`src/rtl/axis_merge.sv`:
```
// Packet-atomic round-robin merge of NS AXI-Stream inputs onto one registered output.
// TID carries the index of the source port of each output beat.
module axis_merge #(
    parameter int unsigned  C_AXIS_DATA_WIDTH = 16,
    parameter int unsigned  NS                = 4,
    localparam int unsigned IW                = (NS > 1) ? $clog2(NS) : 1
) (
    input  logic                          S_AXI_ACLK,
    input  logic                          S_AXI_ARESETN,
    input  logic [NS-1:0]                 S_AXIS_TVALID,
    output logic [NS-1:0]                 S_AXIS_TREADY,
    input  logic [NS*C_AXIS_DATA_WIDTH-1:0] S_AXIS_TDATA,
    input  logic [NS-1:0]                 S_AXIS_TLAST,
    output logic                          M_AXIS_TVALID,
    input  logic                          M_AXIS_TREADY,
    output logic [C_AXIS_DATA_WIDTH-1:0]  M_AXIS_TDATA,
    output logic                          M_AXIS_TLAST,
    output logic [IW-1:0]                 M_AXIS_TID
);

    localparam int unsigned DW = C_AXIS_DATA_WIDTH;

    typedef enum logic {
        IDLE = 1'b0,
        BUSY = 1'b1
    } state_t;

    state_t        state;
    state_t        state_nx;
    logic [IW-1:0] grant;
    logic [IW-1:0] grant_nx;
    logic [IW-1:0] last_grant;
    logic [IW-1:0] last_grant_nx;
    logic [IW-1:0] rr_pick;
    int unsigned   rr_dist;
    int unsigned   rr_best;
    logic          sel_valid;
    logic          sel_last;
    logic [DW-1:0] sel_data;
    logic          out_free;
    logic          accept;

    // Round-robin pick: requester closest after last_grant (modulo NS) wins.
    always_comb begin
        rr_pick = '0;
        rr_best = NS;
        rr_dist = 0;
        for (int unsigned j = 0; j < NS; j++) begin
            rr_dist = (j + NS - 32'(last_grant) - 1) % NS;
            if (S_AXIS_TVALID[j] && (rr_dist < rr_best)) begin
                rr_best = rr_dist;
                rr_pick = IW'(j);
            end
        end
    end

    // Granted-port mux.
    always_comb begin
        sel_valid = 1'b0;
        sel_last  = 1'b0;
        sel_data  = '0;
        for (int unsigned j = 0; j < NS; j++) begin
            if (grant == IW'(j)) begin
                sel_valid = S_AXIS_TVALID[j];
                sel_last  = S_AXIS_TLAST[j];
                sel_data  = S_AXIS_TDATA[j*DW +: DW];
            end
        end
    end

    assign out_free = !M_AXIS_TVALID || M_AXIS_TREADY;
    assign accept   = (state == BUSY) && sel_valid && out_free;

    // Ready is combinational so the output register can refill in the cycle it drains.
    always_comb begin
        S_AXIS_TREADY = '0;
        if (state == BUSY) begin
            for (int unsigned j = 0; j < NS; j++) begin
                S_AXIS_TREADY[j] = out_free && (grant == IW'(j));
            end
        end
    end

    always_comb begin
        state_nx      = state;
        grant_nx      = grant;
        last_grant_nx = last_grant;
        case (state)
            IDLE: begin
                if (|S_AXIS_TVALID) begin
                    grant_nx = rr_pick;
                    state_nx = BUSY;
                end
            end
            BUSY: begin
                if (accept && sel_last) begin
                    state_nx      = IDLE;
                    last_grant_nx = grant;
                end
            end
            default: state_nx = IDLE;
        endcase
    end

    always_ff @(posedge S_AXI_ACLK or negedge S_AXI_ARESETN) begin
        if (!S_AXI_ARESETN) begin
            state      <= IDLE;
            grant      <= '0;
            last_grant <= IW'(NS - 1);
        end else begin
            state      <= state_nx;
            grant      <= grant_nx;
            last_grant <= last_grant_nx;
        end
    end

    // Output register: load on accept, drain on downstream handshake, else hold.
    always_ff @(posedge S_AXI_ACLK or negedge S_AXI_ARESETN) begin
        if (!S_AXI_ARESETN) begin
            M_AXIS_TVALID <= 1'b0;
            M_AXIS_TDATA  <= '0;
            M_AXIS_TLAST  <= 1'b0;
            M_AXIS_TID    <= '0;
        end else if (accept) begin
            M_AXIS_TVALID <= 1'b1;
            M_AXIS_TDATA  <= sel_data;
            M_AXIS_TLAST  <= sel_last;
            M_AXIS_TID    <= grant;
        end else if (M_AXIS_TVALID && M_AXIS_TREADY) begin
            M_AXIS_TVALID <= 1'b0;
        end
    end

endmodule

```
`config.mk`:
```
export PLATFORM = sky130hd
export DESIGN_NAME = axis_merge
export DESIGN_NICKNAME = d
export VERILOG_FILES = /design/src/rtl/axis_merge.sv
export SDC_FILE = /design/constraint.sdc
export NUM_CORES = 1
export LEC_CHECK = 0
export ABC_AREA = 1
export CORE_MARGIN = 1
export CORE_UTILIZATION = 40
export CTS_CLUSTER_SIZE = 10
export DETAILED_ROUTE_END_ITERATION = 8
export GPL_ROUTABILITY_DRIVEN = 0
export PLACE_DENSITY = 0.95
export SLEW_MARGIN = 30
export SYNTH_ARGS = -nofsm -noshare
export SYNTH_HDL_FRONTEND = slang
export SYNTH_SLANG_ARGS = --single-unit
```
`constraint.sdc`:
```
create_clock -name S_AXI_ACLK -period 6.5 [get_ports S_AXI_ACLK]
set_input_delay 0.975 -clock S_AXI_ACLK [delete_from_list [all_inputs] [get_ports S_AXI_ACLK]]
set_output_delay 0.975 -clock S_AXI_ACLK [all_outputs]
set_load 0.005 [all_outputs]
```
# Yosys cells after proc, flatten, opt, wreduce, memory -nomap -nowiden
# Index checks and enable logic that the tools add are counted.
[totals] inputBits=75 latch_bits=0 ramBits=0 rom_bits=0 out_inout_bits=24 ff_bits=25 n_memories=0 wordCells=66
[op_classes] muxes=24 n_reduce_logical=19 eq_ne=3 div_mod_pow=0 shift=0 multipliers=0 n_lt_le_gt_ge=4 bitwise=1 addsub=8
[ops] operator="$lt 2x32->1" count=3
[ops] operator="$mux 16" count=4
[ops] operator="$mux 1" count=13
[ops] operator="$logic_and 1x1->1" count=12
[ops] operator="$mux 3" count=3
[ops] operator="$sub 2x2->2 const B" count=4
[ops] operator="$eq 2x2->1 const B" count=2
[ops] operator="$mux 2" count=2
[ops] operator="$mux 4" count=1
[ops] operator="$reduce_and 2->1" count=2
[ops] operator="$reduce_or 4->1" count=1
[ops] operator="$sub 1x2->2 const A" count=2
[ops] operator="$sub 2x2->2 const A" count=2
[ops] operator="$lt 2x3->1 const B" count=1
[ops] operator="$eq 2x1->1 const B" count=1
[ops] operator="$logic_not 2->1" count=1
[ops] operator="$pmux 1 s2" count=1
[ops] operator="$reduce_bool 2->1" count=1
[ops] operator="$logic_not 1->1" count=1
[ops] operator="$logic_or 1x1->1" count=1
[ops] operator="$not 1->1" count=1

# Longest topological paths before layout
# Gate-level depths: netlist of the first run.
[logic_depth] ltp_word=14 depth_mapped=23 mapped_depth_nobuf=23

# Least setup slack after synthesis of the first run
# No wires, ideal clock.
[synth_path] path_type="input to register" start="input port S_AXIS_TVALID[0]" end="register grant[1]" required_ns=6.380 path_slack_ns=3.492 arrival_time_ns=2.888 path_buffers=0 cell_stages=22 setup_time_ns=0.120 cell_sequence="nand2_1 -> ha_1 -> nand2_1 -> nand2_1 -> nand2_1 -> a21oi_1 -> inv_1 -> o22ai_1 -> inv_1 -> ha_1 -> nand2_1 -> nand2_1 -> nand2_1 -> nand2_1 -> nor2_1 -> a21oi_1 -> ha_1 -> nand2_1 -> nand2_1 -> nand2_1 -> nand2_1 -> nand2_1"
[synth_between] elab_chain_len=11 word_cells_on_any_way=14 cone_classes="order compare: 3; mux: 5; reduce/logical: 6"
[synth_lines] element="start, declared" line="10" rtl="input logic [NS-1:0] S_AXIS_TVALID,"
[synth_lines] element="$logic_and 1x1->1" line="50" rtl="if (S_AXIS_TVALID[j] && (rr_dist < rr_best)) begin"
[synth_lines] element="$mux 3" line="50"
[synth_lines] element="$lt 2x32->1" line="50"
[synth_lines] element="$logic_and 1x1->1" line="50"
[synth_lines] element="$mux 3" line="50"
[synth_lines] element="$lt 2x32->1" line="50"
[synth_lines] element="$logic_and 1x1->1" line="50"
[synth_lines] element="$mux 3" line="50"
[synth_lines] element="$lt 2x32->1" line="50"
[synth_lines] element="$logic_and 1x1->1" line="50"
[synth_lines] element="$mux 2" line="50"
[synth_lines] element="end signal, assigned" line="112" rtl="grant <= grant_nx;"
[synth_lines] element="end, declared" line="30" rtl="logic [IW-1:0] grant;"
# Several ways; a longest one is shown, not always the timed one.
# A chain may end at the register's enable or synchronous reset.

# Worst setup path after layout of the first run
# Same ends and word-level chain as after synthesis.

==> reports/qor.txt, run 1 <==
Sequential share of the synthesized area - 0.391
CTS Hold Bufs - 0
1st-iter DRT viols - 61
Die extent in x - 65.4 µm
Hpwl dp - 3.71 mm
Fill cell count - 343
N_diodes - 0
Antenna-violating nets left - 0
Max Cap Viol - 0
CTS Buffer Depth - 2
Initial antenna violation count - 0
FFs w/ async S/R, synth - 1.00
Overall die area - 4270 µm²
Final nets - 394
Via count - 1885
Cell type with the largest total area after synthesis - dfrtp_1
Met2 wire length - 2.57 mm
CTS tree - yes
Clk pwr share - 0.085
Port bufs - 98
Main synth FF type - dfrtp_1
Final setup viols - 0
Area Overhead vs Synth - 64.0%
CTS Buf Count - 3
IO Count - 99
First-pass GRT wire length - 7.89 mm
Largest net degree at the start of global routing - 40
H-tree depth - 1
Net count after synthesis - 300
Sw Share - 0.442
Total wire length - 4.85 mm
GRT Util Overall - 0.239
Hold slack final - 0.496 ns
Arr. time, crit path - 3.76 ns
Max Used Layer - met4
Syn Area/Cell - 7.23 µm²
Die Height - 65.4 µm
# DRC - 0
VDD IR max - 212 µV
Post-CTS Resized - 0
Leak pwr - 1.20 nW
Setup TNS - 0 ns
Worst Skew - 0.00193 ns
DR vias/cell - 5.19
Seq pwr share - 0.267
Top-area cell type share of the netlist area - 0.359
Yosys cell types - 28
Crit Path Max Fanout - 4
Initial Util - 0.429
DR WL/cell - 13.3 µm
Slew @ Worst Pin - 0.800 ns
PD cells - 418 nW/µm²
Post-synthesis cell area - 1610 µm²
CTS Root Cell - clkbuf_8
Clock Latency Late Sink - 0.26 ns
Gate power share - 0.648
Fin crit share - 0.554
GRT overflow - 0
Post-CTS Setup Bufs - 0
Status - finished, final reports clean
DP Cell Count - 359
# clock sinks - 25
Vias in the first global route - 1835
CP Launch Type - primary input
Hold Fails Final Rpt - 0
Share of cells above drive strength 1 - 0.0603
Yosys warnings - 0
Met3 wire len - 290 µm
Seq cells post-synth - 25
Synth area leaders - dfrtp_1 (36%), nand2_1 (19%), o21ai_1 (6.5%)
Final core occ - 0.703
Worst Hold Class - reg2reg
List of most frequent post-synthesis cells - nand2_1 (80), dfrtp_1 (23), o21ai_1 (21), inv_1 (18), a22o_1 (11)
Data required time at the worst endpoint - 6.66 ns
Switching power - 0.486 mW
CP Class - in2reg
Core area - 3740 µm²
Mapped Cells - 222
Slew Viols, Final - 0
Crit path time final - 3.60 ns
FP Rows - 22
Most frequent cell after synthesis - nand2_1
Fmax - 0.278 GHz
Non-filler cells in the finished layout - 363
Worst Setup End Kind - register
RSZ-0062 raised after global routing - no
Worst-path clk slew - 0.09 ns
Met1 WL - 1.97 mm
Slew margin rel. - 0.466
Internal power - 0.613 mW
Number of synthesized flops with an enable pin - 0
Drt first pass iters - 4
cell usage in the layout (no fill, tap or decap), drive strengths merged, types with 3 or more instances in the layout:
cell	Yosys	final
a21oi	10	10
a21boi	3	3
o22ai	10	10
clkdlybuf4s50	0	97
ha	3	3
nand3	6	6
o21ai	24	24
a22o	11	11
nor2	12	12
dfrtp	23	23
nand2	82	82
inv	22	22
clkbuf	2	3
power groups by stage:
stage	sequential (mW)	combinational (mW)	clock, mW
after floorplan	0.287	0.461	0
after global placement	0.293	0.685	0
after detailed placement	0.295	0.718	0
after CTS	0.294	0.720	0.0953
after global routing	0.303	0.805	0.103
final	0.294	0.712	0.0934
worst max-delay path, stage by stage:
cell and delay (ns):
clkdlybuf4s50_1 0.55, nand2_1 0.08, ha_1 0.27, nand2_1 0.05, nand2_1 0.07, nand2_1 0.09, a21oi_1 0.13, inv_1 0.07
o22ai_1 0.16, inv_1 0.06, ha_1 0.27, nand2_1 0.07, nand2_1 0.05, nand2_1 0.06, nand2_1 0.09, nor2_1 0.11
a21oi_1 0.06, ha_1 0.29, nand2_1 0.05, nand2_1 0.05, nand2_1 0.04, nand2_1 0.07, nand2_1 0.06
cell type report:
| type | count | area [µm²] | area share |
|---|---|---|---|
| timing repair buffer | 98 | 976 | 0.371 |
| multi-input combinational | 166 | 837 | 0.318 |
| sequential | 25 | 628 | 0.239 |
| inverter | 22 | 82.6 | 0.0314 |
| tap | 48 | 60.1 | 0.0228 |
| clock buffer | 3 | 41.3 | 0.0157 |
| clock inverter | 1 | 7.51 | 0.00285 |
sequential cells by signal, summed over array words and instances (netlist names):
| register | flops |
|---|---|
| M_AXIS_TLAST | 1 |
| M_AXIS_TDATA | 16 |
| M_AXIS_TID | 2 |
| grant | 2 |
| last_grant | 2 |
| state | 1 |
| M_AXIS_TVALID | 1 |
worst paths after layout:
| path | start | endpoint | slack [ns] | cells after the start |
|---|---|---|---|---|
| max | S_AXIS_TVALID[0] | grant[1] | 2.90 | 23 |
| min | M_AXIS_TDATA[4] | M_AXIS_TDATA[4] | 0.50 | 2 |
| max reg2reg | last_grant[0] | grant[1] | 3.49 | 21 |
| min reg2reg | M_AXIS_TDATA[4] | M_AXIS_TDATA[4] | 0.50 | 2 |
| max in group asynchronous | S_AXI_ARESETN | last_grant[0] | 5.45 | 1 |
| min in group asynchronous | S_AXI_ARESETN | M_AXIS_TDATA[0] | 0.68 | 1 |
per-stage QoR:
step	total power [mW]	setup WS, ns	area [µm²]
floorplan	0.748	3.49	1610
global placement	0.978	2.89	2590
detailed placement	1.01	2.65	2580
CTS	1.11	2.93	2630
global route	1.21	2.64	2630
finish	1.10	2.90	2630
logic make-up (layout without fill, tap and decap cells):
kind of cell,Yosys count,in the layout,share of synthesized area
flip-flops,25,25,0.391
buffers and inverters,31,124,0.0873
AO/OA/AOI/OAI,59,59,0.229
adder cells (fa/ha/maj),3,3,0.0234
AND/OR/NAND/NOR,103,103,0.263
XOR/XNOR,1,1,0.00546
per-layer routing:
layer,vias to the layer above,GRT usage
met1,890,0.257
met5,-,0
met4,0,0.0516
met3,4,0.0434
li1,918,-
met2,73,0.474
Note: power is estimated with default switching activity, not from simulation.
==> inputs of run 2 (changes only) <==
CORE_UTILIZATION = 37   (was 40)
PLACE_DENSITY = 0.89   (was 0.95)
clock period = 3.5 ns   (was 6.5 ns; I/O delays follow)
==> run 2 against run 1 <==
  * Critical path depth is the same
  * First-iteration DRC count shrank 4.9%
  * Sequential cell count is the same
  * Clock skew shrank 0.00055 ns
  * Global-route usage shrank 2.7 points
  * Clock-buffer cell count is the same
  * Setup slack lost 2.4 ns
  * Clock power grew 79%
  * Critical path type unchanged
  * Largest cell class unchanged
==> reports/qor.txt, run 2 (synthesis gave the netlist of run 1 again) <==
Status - finished, final reports clean (unchanged)
N_diodes - 0 (unchanged)
Crit Path Max Fanout - 4 (unchanged)
Worst-path clk slew - 0.09 ns (about the same)
Via count - 1785 (was 1885)
Overall die area - 4610 µm² (was 4270 µm²)
Most frequent CP cell - nand2_1 (unchanged)
Data required time at the worst endpoint - 3.66 ns (was 6.66 ns)
Slew Viols, Final - 0 (unchanged)
DP Cell Count - 361 (was 359)
Arr. time, crit path - 3.20 ns (was 3.76 ns)
Antenna-violating nets left - 0 (unchanged)
Crit path time final - 3.04 ns
Total wire length - 4.80 mm (was 4.85 mm)
CTS Buffer Depth - 2 (unchanged)
Commonest non-fill, non-tap cell in the layout - clkdlybuf4s50_1 (unchanged)
Hold slack final - 0.237 ns (was 0.496 ns)
Port bufs - 98 (unchanged)
Post-CTS Setup Bufs - 0 (unchanged)
Design Area, Final - 2630 µm² (unchanged)
Most frequent cells in the layout - clkdlybuf4s50_1 (97), nand2_1 (80), dfrtp_1 (23) (unchanged)
CP Launch Type - primary input (unchanged)
Post-CTS Resized - 0 (unchanged)
Worst Setup End Kind - register (unchanged)
Initial Util - 0.393 (was 0.429)
RSZ-0062 raised after global routing - no (unchanged)
# DRC - 0 (unchanged)
Drt first pass iters - 4 (unchanged)
Max Cap Viol - 0 (unchanged)
FP Rows - 23 (was 22)
Largest Register - M_AXIS_TDATA (unchanged)
GRT Util Overall - 0.212 (was 0.239)
Setup TNS - 0 ns (unchanged)
CTS tree - yes (unchanged)
CTS Root Cell - clkbuf_8 (unchanged)
H-tree depth - 1 (unchanged)
Core area - 4090 µm² (was 3740 µm²)
Share of cells above drive strength 1 - 0.0603 (unchanged)
Worst path slowest cell - clkdlybuf4s50_1 (unchanged)
Vias in the first global route - 1641 (was 1835)
IO Count - 99 (unchanged)
DR WL/cell - 13.2 µm (was 13.3 µm)
CP Class - in2reg (unchanged)
Hpwl dp - 3.61 mm (was 3.71 mm)
Area Overhead vs Synth - 64.0% (unchanged)
Placement-stage cell area - 2590 µm² (was 2580 µm²)
Fmax - 0.329 GHz
WP buf/inv - 3 (unchanged)
Largest net degree at the start of global routing - 40 (unchanged)
Cells along the critical path - clkdlybuf4s50_1 > nand2_1 > ha_1 > nand2_1 > nand2_1 > nand2_1 > a21oi_1 > inv_1 > o22ai_1 > inv_1 > ha_1 > nand2_1 > nand2_1 > nand2_1 > nand2_1 > nor2_1 > a21oi_1 > ha_1 > nand2_1 > nand2_1 > nand2_1 > nand2_1 > nand2_1 (unchanged)
DR vias/cell - 4.89 (was 5.19)
Crit path max-delay family - simple AND/OR/NAND/NOR gates (unchanged)
Power Total - 2.03 mW (was 1.10 mW)
Worst Hold Class - in2async (was reg2reg)
Slew margin rel. - 0.478 (was 0.466)
Worst Skew - 0.00138 ns (was 0.00193 ns)
Fin crit share - 0.869
Final nets - 394 (unchanged)
First-pass GRT wire length - 7.34 mm (was 7.89 mm)
Slew @ Worst Pin - 0.783 ns (was 0.800 ns)
Leak pwr - 1.21 nW (was 1.20 nW)
Die extent in x - 67.9 µm (was 65.4 µm)
Max reg flops - 16 (unchanged)
Clock Latency Late Sink - 0.26 ns (about the same)
# clock sinks - 25 (unchanged)
Fill cell count - 351 (was 343)
Final setup viols - 0 (unchanged)
Non-filler cells in the finished layout - 365 (was 363)
PD cells - 772 nW/µm² (was 418 nW/µm²)
CTS Buf Count - 3 (unchanged)
Die Height - 67.9 µm (was 65.4 µm)
Hold Fails Final Rpt - 0 (unchanged)
GRT overflow - 0 (unchanged)
CTS Hold Bufs - 0 (unchanged)
VDD IR max - 529 µV (was 212 µV)
Crit-path max cell delay - 0.52 ns (was 0.55 ns)
Initial antenna violation count - 0 (unchanged)
1st-iter DRT viols - 58 (was 61)
-- run 2: layout make-up --
type	count	area, µm²	share of cell area
clock inverters	1	5.00	0.00190
multi-input cells	166	837	0.318
flip-flops and latches	25	628	0.239
inverters	22	82.6	0.0314
clock buffers	3	41.3	0.0157
well taps	50	62.6	0.0238
repair buffers	98	976	0.371
-- run 2: worst reg2reg max path, cell delays in order, from the launching register on --
cell,delay [ns]
dfstp_2,0.59
xor2_1,0.20
ha_1,0.25
nand2_1,0.07
nand2_1,0.04
nand2_1,0.09
nand2_1,0.08
o22ai_1,0.19
inv_1,0.07
ha_1,0.27
nand2_1,0.06
nand2_1,0.05
nand2_1,0.05
nand2_1,0.09
nor2_1,0.10
a21oi_1,0.05
ha_1,0.27
nand2_1,0.05
nand2_1,0.05
nand2_1,0.04
nand2_1,0.08
nand2_1,0.05
-- run 2: final timing paths --
| path | startpoint | end | slack [ns] | cells after the start |
|---|---|---|---|---|
| hold reg to reg | M_AXIS_TDATA[4] | M_AXIS_TDATA[4] | 0.49 | 2 |
| setup reg to reg | last_grant[0] | grant[1] | 0.61 | 21 |
| max in group asynchronous | S_AXI_ARESETN | last_grant[0] | 2.89 | 1 |
| hold / removal | S_AXI_ARESETN | M_AXIS_TDATA[0] | 0.24 | 1 |
| min in group S_AXI_ACLK | M_AXIS_TDATA[4] | M_AXIS_TDATA[4] | 0.49 | 2 |
| setup / recovery | S_AXIS_TVALID[0] | grant[1] | 0.46 | 23 |
-- run 2: routing by layer --
metal | part of all wire | wire length [µm] | track usage
met4 | 0.0035 | 17 | 0.0391
met1 | 0.41 | 1990 | 0.264
met5 | 0 | 0 | 0
met3 | 0.095 | 456 | 0.0350
met2 | 0.49 | 2340 | 0.386
-- run 2: through the flow --
stage                     setup WS [ns]   util
after floorplan                   0.841      -
after global placement            0.323  0.634
after detailed placement          0.204  0.633
after CTS                         0.472  0.644
after global routing              0.129  0.644
final                             0.457  0.644
-- run 2: power by group --
part	internal (mW)	total, mW	switching (mW)
registers	0.440	0.546	0.106
clock network	0.0793	0.167	0.0879
logic	0.617	1.32	0.702
